File: config.mk
export PLATFORM = sky130hd
export DESIGN_NAME = rx_word_packer
export DESIGN_NICKNAME = d
export VERILOG_FILES = /design/src/rtl/rx_word_packer_pkg.sv /design/src/rtl/rx_word_packer_idle_timer.sv /design/src/rtl/rx_word_packer.sv
export SDC_FILE = /design/constraint.sdc
export NUM_CORES = 1
export LEC_CHECK = 0
export BUFFER_PORTS_ARGS = -buffer_cell sky130_fd_sc_hd__buf_2
export CAP_MARGIN = 15
export CORE_UTILIZATION = 45
export DETAILED_ROUTE_END_ITERATION = 6
export PLACE_DENSITY = 0.77
export SLEW_MARGIN = 5
export SYNTH_ARGS = -nofsm -noshare
export SYNTH_HDL_FRONTEND = slang
export SYNTH_SLANG_ARGS = --single-unit
File: constraint.sdc
create_clock -name clk -period 6.1 [get_ports clk]
set_input_delay 0.305 -clock clk [delete_from_list [all_inputs] [get_ports clk]]
set_output_delay 0.305 -clock clk [all_outputs]
set_load 0.05 [all_outputs]
File: src/rtl/rx_word_packer_pkg.sv
// rtl/rx_word_packer_pkg.sv - shared types and defaults for the UART receive word packer
package rx_word_packer_pkg;

  typedef enum logic {
    ST_IDLE     = 1'b0,
    ST_ASSEMBLE = 1'b1
  } pack_state_t;

  // The debugger command decoder sizes its word fields from these.
  localparam int DEF_LEN_DATA       = 8;
  localparam int DEF_BYTES_PER_WORD = 4;
  localparam int DEF_CNT_W          = 3;

  // Three frame times at 16x oversampling.
  localparam int DEF_TIMEOUT_TICKS  = 480;
  localparam int DEF_TO_W           = 9;

endpackage

File: src/rtl/rx_word_packer_idle_timer.sv
// rtl/rx_word_packer_idle_timer.sv - inter-byte silence timer counted in sample ticks
module rx_idle_timer
  import rx_word_packer_pkg::*;
#(
  parameter int TIMEOUT_TICKS = DEF_TIMEOUT_TICKS,
  parameter int TO_W          = DEF_TO_W
) (
  input  logic clk,
  input  logic rst,
  input  logic enable,
  input  logic clear,
  input  logic s_tick,
  output logic expire
);

  localparam logic [TO_W-1:0] LAST_CNT = TO_W'(TIMEOUT_TICKS - 1);

  logic [TO_W-1:0] cnt;

  // A clear in the same cycle as the terminal tick suppresses the expiry.
  always_comb begin
    expire = enable && !clear && s_tick && (cnt == LAST_CNT);
  end

  always_ff @(posedge clk or posedge rst) begin
    if (rst) begin
      cnt <= '0;
    end else if (clear || !enable) begin
      cnt <= '0;
    end else if (s_tick) begin
      if (cnt == LAST_CNT) begin
        cnt <= '0;
      end else begin
        cnt <= cnt + TO_W'(1);
      end
    end
  end

endmodule

File: src/rtl/rx_word_packer.sv
// rtl/rx_word_packer.sv - packs received UART bytes little-endian into words
// with a one-entry valid/ready output buffer and a mid-word silence timeout.
module rx_word_packer
  import rx_word_packer_pkg::*;
#(
  parameter int LEN_DATA       = DEF_LEN_DATA,
  parameter int BYTES_PER_WORD = DEF_BYTES_PER_WORD,
  parameter int CNT_W          = DEF_CNT_W,
  parameter int TIMEOUT_TICKS  = DEF_TIMEOUT_TICKS,
  parameter int TO_W           = DEF_TO_W
) (
  input  logic                               clk,
  input  logic                               rst,
  input  logic                               s_tick,
  input  logic                               rx_done,
  input  logic [LEN_DATA-1:0]                din,
  output logic [BYTES_PER_WORD*LEN_DATA-1:0] word_out,
  output logic                               word_valid,
  input  logic                               word_ready,
  output logic [CNT_W-1:0]                   byte_cnt,
  output logic                               overrun,
  output logic                               timeout,
  input  logic                               clr_err
);

  localparam int WORD_W = BYTES_PER_WORD * LEN_DATA;
  localparam logic [CNT_W-1:0] LAST_LANE = CNT_W'(BYTES_PER_WORD - 1);

  pack_state_t       state;
  logic [WORD_W-1:0] shift_reg;
  logic [WORD_W-1:0] word_next;
  logic              last_lane;
  logic              can_load;
  logic              to_enable;
  logic              to_clear;
  logic              to_expire;

  // Lane insertion is positional: earlier lanes are never moved.
  always_comb begin
    word_next = shift_reg;
    word_next[int'(byte_cnt)*LEN_DATA +: LEN_DATA] = din;
  end

  always_comb begin
    last_lane = (byte_cnt == LAST_LANE);
    can_load  = !word_valid || word_ready;
    to_enable = (state == ST_ASSEMBLE);
    to_clear  = rx_done || (state != ST_ASSEMBLE);
  end

  rx_idle_timer #(
    .TIMEOUT_TICKS (TIMEOUT_TICKS),
    .TO_W          (TO_W)
  ) u_idle_timer (
    .clk    (clk),
    .rst    (rst),
    .enable (to_enable),
    .clear  (to_clear),
    .s_tick (s_tick),
    .expire (to_expire)
  );

  always_ff @(posedge clk or posedge rst) begin
    if (rst) begin
      state      <= ST_IDLE;
      byte_cnt   <= '0;
      shift_reg  <= '0;
      word_out   <= '0;
      word_valid <= 1'b0;
      overrun    <= 1'b0;
      timeout    <= 1'b0;
    end else begin
      timeout <= 1'b0;
      if (clr_err) begin
        overrun <= 1'b0;
      end
      if (word_valid && word_ready) begin
        word_valid <= 1'b0;
      end

      // Later assignments below take priority over the defaults above,
      // so a fresh load keeps word_valid high and a drop beats clr_err.
      case (state)
        ST_IDLE: begin
          if (rx_done) begin
            shift_reg[LEN_DATA-1:0] <= din;
            byte_cnt                <= CNT_W'(1);
            state                   <= ST_ASSEMBLE;
          end
        end

        ST_ASSEMBLE: begin
          if (rx_done) begin
            if (last_lane) begin
              byte_cnt  <= '0;
              shift_reg <= '0;
              state     <= ST_IDLE;
              if (can_load) begin
                word_out   <= word_next;
                word_valid <= 1'b1;
              end else begin
                overrun <= 1'b1;
              end
            end else begin
              shift_reg <= word_next;
              byte_cnt  <= byte_cnt + CNT_W'(1);
            end
          end else if (to_expire) begin
            byte_cnt  <= '0;
            shift_reg <= '0;
            state     <= ST_IDLE;
            timeout   <= 1'b1;
          end
        end

        default: begin
          state <= ST_IDLE;
        end
      endcase
    end
  end

endmodule

Word level (Yosys, flattened, before mapping)
Index checks and enable logic that the tools add are counted.
{ "totals": {"register_bits": 80, "inputBits": 14, "out_inout_bits": 38} }
{ "op_classes": {"add_sub_neg": 3, "n_eq_ne": 4, "shift": 2, "n_mux": 32, "bitwise_logic": 1, "reduce_logical": 15} }
{ "op_table": {"columns": ["cell", "count"], "rows": [
  ["2-to-1 mux 32 bit", 3],
  ["negation 6 -> 33 bit", 1],
  ["variable shift 8 x 33 -> 32 bit, first input constant", 1],
  ["indexed part select 8 x 33 -> 32 bit", 1],
  ["bitwise mux 32 bit", 1],
  ["2-to-1 mux 9 bit", 3],
  ["2-to-1 mux 1 bit", 17],
  ["case mux 8 bit (2 select lines)", 1],
  ["2-to-1 mux 3 bit", 4],
  ["adder 9 x 1 -> 9 bit, second input constant", 1],
  ["equality test 9 bit, second input constant", 1],
  ["2-to-1 mux 8 bit", 1],
  ["case mux 3 bit (2 select lines)", 1],
  ["logical AND 1 bit", 4],
  ["AND reduction 2 bit", 2],
  ["AND reduction 4 bit", 1],
  ["nonzero test 2 bit", 2],
  ["adder 3 x 1 -> 3 bit, second input constant", 1],
  ["equality test 3 x 2 -> 1 bit, second input constant", 1],
  ["zero test 1 bit", 3],
  ["logical OR 1 bit", 3],
  ["inequality test 3 x 2 -> 1 bit, second input constant", 1],
  ["inequality test 2 bit, second input constant", 1],
  ["case mux 1 bit (2 select lines)", 1],
  ["inverter 1 bit", 1]
]} }

Longest topological paths before layout
{ "depth": {"ltp_word": 9, "depth_mapped": 8, "depth_no_buf": 7} }

Hierarchy
A second synthesis with hierarchy kept.
{ "unflattened": {"hier_cells": 336, "area_unflattened_um2": 3575.9} }
{ "by_module_without_submodules": {"columns": ["mod", "n_inst", "cells_each", "area_each_um2", "seq_area_each_um2"], "rows": [
  ["rx_word_packer", 1, 281, 3065.4, 1776.7],
  ["rx_idle_timer", 1, 55, 510.5, 225.2]
]} }

Worst setup path after synthesis
Ideal clock, no wire load.
{ "synth_path": {"path_kind": "register -> register", "startpoint": "reg byte_cnt[0]", "endpoint": "reg shift_reg[0]", "setup_ps": 121, "t_arrival_ps": 2281, "required_time_ps": 5979, "path_slack_ps": 3698, "path_stages_with_launch": 8, "path_buffers": 0, "cell_sequence": "dfrtp_1 inv_2 ha_1 ha_1 nor4b_2 nand2_2 a21o_4 a22o_1"} }
{ "synth_via": {"elab_chain_len": 6, "elab_cells_between_ends": 8, "cone_classes": "add/sub: 1; eq/ne: 1; shift: 2; mux: 4"} }
{ "synth_lines": {"columns": ["element", "line_no", "rtl"], "rows": [
  ["from (decl)", "rx_word_packer.sv:20", "output logic [CNT_W-1:0] byte_cnt,"],
  ["from (signal assigned)", "rx_word_packer.sv:106", "byte_cnt <= byte_cnt + CNT_W'(1);"],
  ["negation 6 -> 33 bit", "rx_word_packer.sv:41", "word_next[int'(byte_cnt)*LEN_DATA +: LEN_DATA] = din;"],
  ["indexed part select 8 x 33 -> 32 bit / variable shift 8 x 33 -> 32 bit (equally long branches)", "rx_word_packer.sv:41", null],
  ["bitwise mux 32 bit", "rx_word_packer.sv:41", null],
  ["2-to-1 mux 32 bit (*)", "rx_word_packer.sv:94", "if (last_lane) begin"],
  ["2-to-1 mux 32 bit (*)", "rx_word_packer.sv:93", "if (rx_done) begin"],
  ["case mux 8 bit (2 select lines) (*)", "rx_word_packer.sv:83", "case (state)"],
  ["to (signal, indexed assignment)", "rx_word_packer.sv:86", "shift_reg[LEN_DATA-1:0] <= din;"],
  ["to (signal assigned)", "rx_word_packer.sv:105", "shift_reg <= word_next;"],
  ["to (decl)", "rx_word_packer.sv:30", "logic [WORD_W-1:0] shift_reg;"]
]} }
Mark *: on every way between the ends. The rest lies on a longest branch, timed or not.
A chain may end at the register's enable or synchronous reset.

Worst setup path after layout
{ "layout_path": {"startpoint": "reg byte_cnt[0]", "endpoint": "reg shift_reg[8]"} }
{ "layout_via": {"elab_chain_len": 5, "elab_cells_between_ends": 7, "cone_classes": "add/sub: 1; eq/ne: 1; shift: 2; mux: 3"} }
{ "layout_lines": {"columns": ["element", "line_no"], "rows": [
  ["negation 6 -> 33 bit", "rx_word_packer.sv:41"],
  ["indexed part select 8 x 33 -> 32 bit / variable shift 8 x 33 -> 32 bit (equally long branches)", "rx_word_packer.sv:41"],
  ["bitwise mux 32 bit", "rx_word_packer.sv:41"],
  ["2-to-1 mux 32 bit (*)", "rx_word_packer.sv:94"],
  ["2-to-1 mux 32 bit (*)", "rx_word_packer.sv:93"]
]} }
Marked as above.

==> impl_metrics.tcl <==
set metrics [dict create \
    status "finished, final reports clean" \
    syn_avg_cell_area_sq_um 11.3 \
    path_class "reg -> reg" \
    total_power_mw 2.05 \
    skew_ns 0.00757 \
    ff2ff_path_depth 6 \
    wl_per_cell_um 16.3 \
    fin_tns_setup_ns 0 \
    multiInputGateArea_sq_um 1510 \
    drv_cap 0 \
    placed_area_sq_um 3930 \
    cts_tree "built" \
    setup_viol 0 \
    reg2reg_to "shift_reg[8]" \
    final_cell_mix "80 x dfrtp_1, 51 x buf_2, 41 x nand2_1" \
    utilization_pct 53.3 \
    layout.nets 383 \
    grt_pass1_vias 2544 \
    drtIter0Drc 113 \
    io_pins 52 \
    start_util_pct 46.9 \
    dpl_worst_slack_ns 3.58 \
    grt_remaining_overflow 0 \
    ir_drop_v 0.000147 \
    tightest_slew_ns 1.13 \
    clkSinkCount 80 \
    worstReg2RegStart "byte_cnt[0]" \
    finalCritPeriodShare_pct 42.3 \
    syn-instance-count 325 \
    routed_wl_mm 7.70 \
    fmax_ghz 0.388 \
    root_buffer "clkbuf_8" \
    ff2ff_setup_slack_ns 3.52 \
    yosysUniqueCellTypes 48 \
    dp_hpwl_mm 5.18 \
    cp.required_ns 6.38 \
    final_common_cell "dfrtp_1" \
    clk_latency_ns 0.35 \
    ys_warn_count 0 \
    seqCellArea_sq_um 2000 \
    drv_slew 0 \
    ant_nets 0 \
    antenna_found_initial 0 \
    leakage_nw 2.13 \
    diodes 0 \
    synth_area_sq_um 3660 \
    hold_class "in -> reg" \
    die-area_sq_um 8490 \
    vias 2608 \
    cts_setup_buffers 0 \
    syn_nets 343 \
    drc_errors 0 \
    rsz0062_at_grt "false" \
    synth-seq-cells 80 \
    arrival_ns 2.86 \
    nFillCells 678 \
    seq_area_frac_synth_pct 54.7 \
    viasPerCell 5.53 \
    synth_async_sr_flop_share_pct 100 \
    cts_hold_repair.buffers 0 \
    ys.flop_type "dfrtp_1" \
    cp-end-kind "flop" \
    hp-start "clr_err" \
    min_period_ns 2.58 \
    cts-htree-levels 3 \
    grt_usage_pct 20.1 \
    startpoint_type "flop" \
    grt_max_degree 81 \
    holdPathStages 2 \
    fp-row-count 32 \
    core_area_sq_um 7810 \
    drive_above_1_share_pct 23.0 \
    dieWidth_um 92.2 \
    io_buffers 51 \
    die_h_um 92.2 \
    fin_ws_ns 3.52 \
    cts_buffers 9 \
    clk_pin_slew_ns 0.08 \
    cp_max_fo 10 \
    layout.cells.non_filler 472 \
    final_area_sq_um 4160 \
    post_cts_resized 0 \
    dr.pass1.iters 4 \
    slew_headroom_pct 24.4 \
    place_inst 456 \
    holdWs_ns 0.133 \
    syn2layout_area_growth_pct 13.8 \
    clk_path_buf_depth 2 \
    synth-edff-count 0 \
    holdPathEnd "overrun" \
    grt_pass1_wl_mm 13.0 \
    power_density_nw_per_um2 492 \
    gp_congestion 0.841 \
    hold_viol 0 \
]
synthesized netlist by cell type (2+ instances only):
| master | instances | area share, % |
|---|---|---|
| nor2_1 | 14 | 1.4 |
| buf_2 | 6 | 0.82 |
| nand2b_1 | 3 | 0.51 |
| nor4b_2 | 2 | 0.82 |
| buf_4 | 3 | 0.62 |
| a41oi_2 | 2 | 0.89 |
| ha_1 | 4 | 1.4 |
| nand3_1 | 4 | 0.55 |
| o21ai_0 | 29 | 4.0 |
| and3_1 | 2 | 0.34 |
| mux2i_1 | 34 | 9.3 |
| nand4b_1 | 2 | 0.48 |
| nor2b_1 | 2 | 0.34 |
| o21ai_1 | 9 | 1.2 |
| a21oi_1 | 4 | 0.55 |
| a22o_1 | 33 | 7.9 |
| xor2_1 | 2 | 0.48 |
| nand4_1 | 3 | 0.51 |
| o22ai_1 | 2 | 0.34 |
| nor3_1 | 2 | 0.27 |
| and4b_1 | 2 | 0.55 |
| inv_1 | 4 | 0.41 |
| dfrtp_1 | 80 | 55 |
| nand2_1 | 42 | 4.3 |
| clkbuf_1 | 12 | 1.2 |
cell families (layout without fill, tap and decap cells):
kind of cell,Yosys count,in the layout,synth area share (%)
adders and majority gates,4,4,1.37
AOI/OAI and AO/OA,88,88,17.6
and+or+nand+nor,87,87,12.2
xor gates and xnor gates,3,3,0.718
muxes,34,34,9.30
buffers and inverters,29,74,4.00
DFF,80,80,54.7
layout make-up:
cell class,instances,share of cell area [%]
timing repair buffer,53,6.49
tap,102,3.06
sequential,80,48.1
multi-input combinational,216,36.3
clock buffer,14,4.15
inverter,5,0.451
clock inverter,2,1.44
worst max-delay path: stages (launching register included):
cell and delay (ns):
dfrtp_1 0.48, inv_2 0.07, ha_1 0.21, ha_1 0.33
nand4b_1 0.53, nor2_1 0.65, a22o_1 0.24
worst max path at each step:
stage / from / endpoint / slack (ns)
floorplan: byte_cnt[0] / shift_reg[0] / 3.70
global placement: byte_cnt[0] / shift_reg[17] / 3.68
detailed placement: byte_cnt[0] / shift_reg[16] / 3.58
CTS: byte_cnt[0] / shift_reg[20] / 3.57
global route: byte_cnt[0] / shift_reg[13] / 3.32
finish: byte_cnt[0] / shift_reg[8] / 3.52
where the power goes:
group          internal, mW  total [mW]  leakage, nW  switching (mW)
clock                 0.265       0.449        0.117           0.184
sequential            0.682       0.777         1.08          0.0953
combinational         0.263       0.821        0.931           0.558
layer usage:
| metal | routed length, um | GRT usage, % | part of all wire, % |
|---|---|---|---|
| met3 | 392 | 4.56 | 5.1 |
| met2 | 3540 | 29.9 | 46 |
| met1 | 3620 | 27.7 | 47 |
| met5 | 0 | 0 | 0 |
| met4 | 160 | 10.0 | 2.1 |
(Power assumes the default switching activity.)
